**src/rtl/menu_button_conditioner.sv**
```systemverilog
// Menu button front end: synchronise, debounce and pulse-convert up/down/confirm,
// with hold-to-repeat on up/down and one-pulse-per-cycle arbitration.

module menu_btn_debounce #(
    parameter int unsigned DB_CYCLES = 1000000,
    parameter int unsigned DB_WIDTH  = 20
) (
    input  logic clk,
    input  logic reset,
    input  logic raw,
    output logic level,
    output logic rise
);
    logic                s1;
    logic                s2;
    logic [DB_WIDTH-1:0] cnt;
    logic                cnt_done;

    assign cnt_done = (cnt == DB_WIDTH'(DB_CYCLES - 1));
    // Asserted in the cycle whose closing edge flips the level 0->1, so the
    // registered pulse downstream lands right after that edge.
    assign rise     = s2 & ~level & cnt_done;

    always_ff @(posedge clk) begin
        if (reset) begin
            s1    <= 1'b0;
            s2    <= 1'b0;
            level <= 1'b0;
            cnt   <= '0;
        end else begin
            s1 <= raw;
            s2 <= s1;
            if (s2 == level) begin
                cnt <= '0;
            end else if (cnt_done) begin
                level <= s2;
                cnt   <= '0;
            end else begin
                cnt <= cnt + DB_WIDTH'(1);
            end
        end
    end
endmodule

module menu_btn_repeat #(
    parameter int unsigned REPEAT_DELAY = 50000000,
    parameter int unsigned REPEAT_RATE  = 20000000,
    parameter int unsigned RPT_WIDTH    = 26,
    parameter bit          REPEAT_EN    = 1'b1
) (
    input  logic clk,
    input  logic reset,
    input  logic level,
    input  logic rise,
    output logic rpt
);
    typedef enum logic [1:0] {
        S_IDLE = 2'd0,
        S_WAIT = 2'd1,
        S_RPT  = 2'd2
    } state_t;

    state_t               state;
    state_t               state_n;
    logic [RPT_WIDTH-1:0] hold;
    logic [RPT_WIDTH-1:0] hold_n;

    always_ff @(posedge clk) begin
        if (reset) begin
            state <= S_IDLE;
            hold  <= '0;
        end else begin
            state <= state_n;
            hold  <= hold_n;
        end
    end

    always_comb begin
        state_n = state;
        hold_n  = hold;
        rpt     = 1'b0;
        if (!REPEAT_EN) begin
            state_n = S_IDLE;
            hold_n  = '0;
        end else begin
            case (state)
                S_IDLE: begin
                    hold_n = '0;
                    if (rise) state_n = S_WAIT;
                end
                S_WAIT: begin
                    if (!level) begin
                        state_n = S_IDLE;
                        hold_n  = '0;
                    end else if (hold == RPT_WIDTH'(REPEAT_DELAY - 1)) begin
                        rpt     = 1'b1;
                        hold_n  = '0;
                        state_n = S_RPT;
                    end else begin
                        hold_n = hold + RPT_WIDTH'(1);
                    end
                end
                S_RPT: begin
                    if (!level) begin
                        state_n = S_IDLE;
                        hold_n  = '0;
                    end else if (hold == RPT_WIDTH'(REPEAT_RATE - 1)) begin
                        rpt    = 1'b1;
                        hold_n = '0;
                    end else begin
                        hold_n = hold + RPT_WIDTH'(1);
                    end
                end
                default: begin
                    state_n = S_IDLE;
                    hold_n  = '0;
                end
            endcase
        end
    end
endmodule

module menu_button_conditioner #(
    parameter int unsigned DB_CYCLES    = 1000000,
    parameter int unsigned DB_WIDTH     = 20,
    parameter int unsigned REPEAT_DELAY = 50000000,
    parameter int unsigned REPEAT_RATE  = 20000000,
    parameter int unsigned RPT_WIDTH    = 26,
    parameter bit          REPEAT_EN    = 1'b1
) (
    input  logic       clk,
    input  logic       reset,
    input  logic       up_raw,
    input  logic       down_raw,
    input  logic       confirm_raw,
    output logic       up_pulse,
    output logic       down_pulse,
    output logic       confirm_pulse,
    output logic [2:0] btn_level
);
    logic up_level, down_level, confirm_level;
    logic up_rise, down_rise, confirm_rise;
    logic up_rpt, down_rpt;
    logic up_req, down_req;

    menu_btn_debounce #(.DB_CYCLES(DB_CYCLES), .DB_WIDTH(DB_WIDTH)) u_db_up (
        .clk(clk), .reset(reset), .raw(up_raw), .level(up_level), .rise(up_rise)
    );
    menu_btn_debounce #(.DB_CYCLES(DB_CYCLES), .DB_WIDTH(DB_WIDTH)) u_db_down (
        .clk(clk), .reset(reset), .raw(down_raw), .level(down_level), .rise(down_rise)
    );
    menu_btn_debounce #(.DB_CYCLES(DB_CYCLES), .DB_WIDTH(DB_WIDTH)) u_db_confirm (
        .clk(clk), .reset(reset), .raw(confirm_raw), .level(confirm_level),
        .rise(confirm_rise)
    );

    menu_btn_repeat #(
        .REPEAT_DELAY(REPEAT_DELAY), .REPEAT_RATE(REPEAT_RATE),
        .RPT_WIDTH(RPT_WIDTH), .REPEAT_EN(REPEAT_EN)
    ) u_rpt_up (
        .clk(clk), .reset(reset), .level(up_level), .rise(up_rise), .rpt(up_rpt)
    );
    menu_btn_repeat #(
        .REPEAT_DELAY(REPEAT_DELAY), .REPEAT_RATE(REPEAT_RATE),
        .RPT_WIDTH(RPT_WIDTH), .REPEAT_EN(REPEAT_EN)
    ) u_rpt_down (
        .clk(clk), .reset(reset), .level(down_level), .rise(down_rise), .rpt(down_rpt)
    );

    assign up_req   = up_rise | up_rpt;
    assign down_req = down_rise | down_rpt;

    // Losing requests are dropped: the selection stage steps once per high cycle.
    always_ff @(posedge clk) begin
        if (reset) begin
            up_pulse      <= 1'b0;
            down_pulse    <= 1'b0;
            confirm_pulse <= 1'b0;
        end else begin
            up_pulse      <= up_req;
            down_pulse    <= down_req & ~up_req;
            confirm_pulse <= confirm_rise & ~up_req & ~down_req;
        end
    end

    assign btn_level = {confirm_level, down_level, up_level};
endmodule

```
**config.mk**
```make
export PLATFORM = sky130hd
export DESIGN_NAME = menu_button_conditioner
export DESIGN_NICKNAME = d
export VERILOG_FILES = /design/src/rtl/menu_button_conditioner.sv
export SDC_FILE = /design/constraint.sdc
export NUM_CORES = 1
export LEC_CHECK = 0
export CORE_AREA = 2 2 106 108
export DETAILED_ROUTE_END_ITERATION = 7
export DIE_AREA = 0 0 108 110
export HOLD_SLACK_MARGIN = 0.02
export PLACE_DENSITY_LB_ADDON = 0.1
export SETUP_SLACK_MARGIN = 0.4
export SLEW_MARGIN = 20
export SYNTH_ARGS = -nofsm -noshare
export SYNTH_HDL_FRONTEND = slang
export SYNTH_SLANG_ARGS = --single-unit
export TNS_END_PERCENT = 1
```
**constraint.sdc**
```tcl
create_clock -name clk -period 1.95 [get_ports clk]
set_clock_uncertainty 0.05 [all_clocks]
set_input_delay 0.585 -clock clk [delete_from_list [all_inputs] [get_ports clk]]
set_output_delay 0.585 -clock clk [all_outputs]
set_load 0.01 [all_outputs]
```
== Word-level counts from Yosys, hierarchy flattened ==
Index checks and enable logic that the tools add are counted.
Cells by class
  muxes and demuxes: 30
  $add $sub $neg: 5
  reductions and logical operators: 10
  eq/ne operators: 20
  bitwise gates (word level): 19
Operators by type and width (number)
  two-way mux 26 bit: 8
  case mux 26 bit (2 select lines): 2
  adder 20 x 1 -> 20 bit (second input constant): 3
  equality test 20 bit (second input constant): 3
  adder 26 x 1 -> 26 bit (second input constant): 2
  equality test 26 x 25 -> 1 bit (second input constant): 2
  equality test 26 bit (second input constant): 2
  two-way mux 2 bit: 8
  case mux 2 bit (3 select lines): 2
  AND 1 bit: 9
  OR reduction 3 bit: 3
  two-way mux 1 bit: 8
  != test 2 bit (second input constant): 4
  NOT 1 bit: 8
  != test 3 x 2 -> 1 bit (second input constant): 2
  AND reduction 2 bit: 3
  AND reduction 3 bit: 2
  equality test 2 x 1 -> 1 bit (second input constant): 2
  equality test 2 bit (second input constant): 2
  zero test 2 bit: 2
  case mux 1 bit (2 select lines): 2
  equality test 1 bit: 3
  OR 1 bit: 2
Word-level totals
  output and inout port bits: 6
  bits in registers: 128

== Logic depth before layout (Yosys ltp) ==
Gate-level depths: netlist of run 1.
  word-level depth: 8
  gate-level depth with buffers: 8

== Modules after synthesis ==
A second synthesis of run 1 with hierarchy kept.
Unflattened totals
  cells, all modules: 735
  area total of the unflattened synthesis: 6486.2 µm²
By module, submodules not included
  menu_btn_repeat: sequential area each 560.5 µm², area an instance 1607.8 µm², cells each 182, times used 2
  menu_btn_debounce: sequential area each 460.4 µm², area an instance 1053.5 µm², cells each 120, times used 3
  menu_button_conditioner: sequential area each 60.1 µm², area an instance 110.1 µm², cells each 11, times used 1

== Worst setup path after synthesis of run 1 ==
Ideal clock, no wire load.
  kind: flip-flop to flip-flop
  start: reg u_rpt_down.hold[15]
  end: reg u_rpt_down.hold[2]
  buffers on the path: 1
  clock period less this slack: 2.114 ns
  cell stages (with the launch flop): 7
  setup slack: -0.164 ns
  required time: 1.785 ns
  arrival: 1.949 ns
  library setup time: 0.115 ns
  path through: dfxtp_1 or4_1 or4_4 o31ai_4 a211o_4 buf_6 nor2_1
Between the ends
  longest elaborated chain between the ends: 4
  elaborated cells between the ends (all ways): 7
  those cells by class: eq/ne: 2; mux: 5
Ends and longest elaborated chain
  start, declared: line 65  | logic [RPT_WIDTH-1:0] hold;
  start signal, assigned: line 74  | hold <= hold_n;
  equality test 26 x 25 -> 1 bit / equality test 26 bit (equally long branches): line 107, 95
  two-way mux 26 bit, on equally long branches: line 107, 95
  two-way mux 26 bit, on equally long branches: line 104, 92
  case mux 26 bit (2 select lines) *: line 86  | case (state)
Every way passes the cells marked *; elsewhere a longest branch is shown, timed or not.
A chain may end at the register's enable or synchronous reset.

== Worst setup path in the final report of run 1 ==
  start: reg u_rpt_down.hold[15]
  end: reg u_rpt_down.hold[19]
Between the ends
  longest elaborated chain between the ends: 4
  elaborated cells between the ends (all ways): 8
  those cells by class: add/sub: 1; eq/ne: 2; mux: 5
Ends and longest elaborated chain (line)
  adder 26 x 1 -> 26 bit (tied with other cells): 100, 111
  two-way mux 26 bit, on equally long branches: 107, 95
  two-way mux 26 bit, on equally long branches: 104, 92
  case mux 26 bit (2 select lines) *: 86
Marked as above.

==> qor.yml, run 1 <==
timing:
  finalWorstSetupSlack_ps: -250
  setup_viol_count_final: 29
  maxClockFrequency_mhz: 454
  slew_headroom: 0.709
  grt_setup_unrepaired: "true"
  hold_viol: 0
  post-route-period-util: 1.13
  worstMarginPinSlew_ps: 433
  slew_violations: 0
  period_minus_slack_ps: 2200
place:
  gp_congestion: 0.830
  port_buffers: 10
  place_hpwl_um: 8080
yosys:
  synthFlopType: "dfxtp_1"
  synth.area.top_cells: "dfxtp_1 44%, nor2_1 8.9%, xor2_1 7.8%"
  ys.warnings.count: 0
  synth_top_area_frac: 0.436
  syn_inst: 680
  async_reset_ff_frac: 0
  synth-edff-count: 0
  synth_seq_area_share: 0.436
  avgSynthCellArea_um2: 8.64
  synth_top_cell_by_area: "dfxtp_1"
  yosys.cell_types.count: 47
  synth_nets: 700
  ys_seq_elements: 128
  syn_area_um2: 5870
cells_and_area:
  postLayoutCoreUtil: 0.751
  antennaDiodeCount: 0
  final_cell_mix: "103 x dfxtp_1, 71 x nor2_1, 54 x nor2_4, 52 x buf_4"
  drive_gt1_frac: 0.326
  finalNetCount: 770
  syn2layout_area_growth_pct: 36.9
  final_common_cell: "dfxtp_1"
power:
  internal_power_mw: 4.63
  p_leak_nw: 2.58
  combPwrFrac: 0.013
  vdd_ir_drop_max_uv: 1020
  switching_power_mw: 1.17
  power_switching_share: 0.202
  power.total_mw: 5.80
  power_density_nw_per_um2: 722
  pwr-share-seq: 0.452
  clkPwrFrac: 0.535
drt:
  drt_pass1_iterations: 4
  drt_iter0_markers: 217
  drcViolationCount: 0
  wl_um: 13100
  dr_total_vias: 4938
  final_antenna_net_count: 0
  wl_per_cell_um: 14.5
  viasPerCell: 5.47
floorplanning:
  ios: 11
  die_area_um2: 11900
  die_h_um: 110
  die_w_um: 108
  rows: 38
  core-area_um2: 10700
  start_util: 0.549
clock_tree:
  cts_buffers: 17
  holdBufCountCts: 0
  clock_sinks: 128
  cts_tree: "built"
  clockBufferDepth: 2
  h-tree-depth: 4
  cts_root_buf: "clkbuf_8"
  clock_latency_ps: 520
  cts.clk_slew.worst_paths_ps: 60
critical_path:
  slowest_stage: "or4_4"
  worstPathArrival_ps: 2570
  start_kind: "flip-flop"
  crit_fanout: 7
  cp-end-kind: "flip-flop"
  crit_chain: "or4_1 -> or4_4 -> o31ai_4 -> buf_6 -> a211o_4 -> nor2_1"
  critPathKind: "flip-flop to flip-flop"
  cp_slowest_stage_delay_ps: 570
  crit_required_ps: 2310
grt:
  grt_overflow: 0
  grt_max_degree: 27
  grt_use_total: 0.222
  grt_pass1_wl_um: 20900
  antenna_found_initial: 0
  first_global_vias: 4683
run_status:
  violations: "setup timing"
  status: "finished, violations left"
worst_hold_path:
  hold_path_class: "flip-flop to flip-flop"
run:
  drv_cap: 0
## cells by family (layout without fill, tap and decap cells)
group | count (synthesis) | in the layout | synth area share
adder cells (fa/ha/maj) | 15 | 15 | 0.0320
multiplexers | 3 | 3 | 0.00511
AND/OR/NAND/NOR | 358 | 358 | 0.303
XOR/XNOR | 101 | 101 | 0.151
AO/OA/AOI/OAI | 30 | 33 | 0.0390
flip-flops | 128 | 128 | 0.436
buffers and inverters | 45 | 125 | 0.0341
## worst paths after layout
check | cells after the start | to | from | slack (ps)
setup / recovery | 6 | u_rpt_down.hold[19]$_SDFF_PP0_ | u_rpt_down.hold[15]$_SDFF_PP0_ | -250
hold / removal | 1 | u_db_confirm.s2$_SDFF_PP0_ | u_db_confirm.s1$_SDFF_PP0_ | 380
setup reg to reg | 6 | u_rpt_down.hold[19]$_SDFF_PP0_ | u_rpt_down.hold[15]$_SDFF_PP0_ | -250
hold reg to reg | 1 | u_db_confirm.s2$_SDFF_PP0_ | u_db_confirm.s1$_SDFF_PP0_ | 380
## stage by stage
stage	cell area, µm²	hold WS (ps)	std cells	TNS (ps)	setup WS, ps
after global placement	6490	373	867	-7970	-193
after detailed placement	6490	377	867	-9560	-232
after global routing	8040	399	903	-8150	-308
after CTS	7350	390	900	-5790	-238
after floorplan	5870	363	680	-3430	-159
final	8040	380	903	-6360	-250
## worst max-delay path, delay by kind of cell, from the launching register on
family          cells  cell delay (ps)
flops               1              300
simple gates        3             1140
compound gates      2              430
buf+inv             1              160
## metal layers
metal,track usage,wire length [µm],share of wire,vias to the layer above
met2,0.377,6640,0.51,75
li1,-,-,-,2465
met5,0,0,0,-
met3,0.0670,448,0.034,16
met1,0.270,5850,0.45,2382
met4,0.0751,166,0.013,0
## cells in the mapped netlist (11+ instances only)
master	instances
inv_1	24
nor4_1	11
nand3_1	43
xnor2_1	49
nand4_1	28
xor2_1	52
nor2_1	140
and3_1	26
nand2_1	43
clkbuf_1	11
nor3_1	20
ha_1	15
dfxtp_1	128
nor4b_1	12
## repair_timing
item | CTS | global route
gates cloned | 1 | 2
setup buffers | 0 | 1
hold endpoints to repair | 0 | 0
endpoints found under the setup margin | 128 | 128
resized for setup | 96 | 171
pin swaps | 59 | 81
## power by group through the flow
stage	Combinational [mW]	Clock (mW)	Sequential, mW
after global placement	0.0503	0	2.68
after detailed placement	0.0518	0	2.68
after global routing	0.0833	3.28	2.62
final	0.0766	3.10	2.62
after CTS	0.0595	3.15	2.63
after floorplan	0.0227	0	2.68
## registers in the layout, summed over array words and instances (netlist names)
register            flops
u_rpt_down.hold        26
u_rpt_up.hold          26
u_db_confirm.cnt       20
u_db_down.cnt          20
u_db_up.cnt            20
u_rpt_down.state        2
u_rpt_up.state          2
confirm_pulse           1
down_pulse              1
u_db_confirm.level      1
u_db_confirm.s1         1
u_db_confirm.s2         1
u_db_down.level         1
u_db_down.s1            1
u_db_down.s2            1
u_db_up.level           1
u_db_up.s1              1
u_db_up.s2              1
up_pulse                1
## final cells by class
| type | instances | area, µm² |
|---|---|---|
| multi-input cells | 510 | 3970 |
| clock inverters | 9 | 105 |
| inverters | 24 | 90.1 |
| repair buffers | 69 | 602 |
| clock buffers | 23 | 487 |
| flip-flops and latches | 128 | 2610 |
| well taps | 140 | 175 |
| fillers | 752 | 2660 |
No activity file was read; power rests on OpenSTA's default activity.
==> run 2: changes to the inputs <==
Settings changed: CTS_CLUSTER_SIZE set to 10.
==> results of run 2 <==
The final DEF is identical to that of run 1; final timing and power are the same.
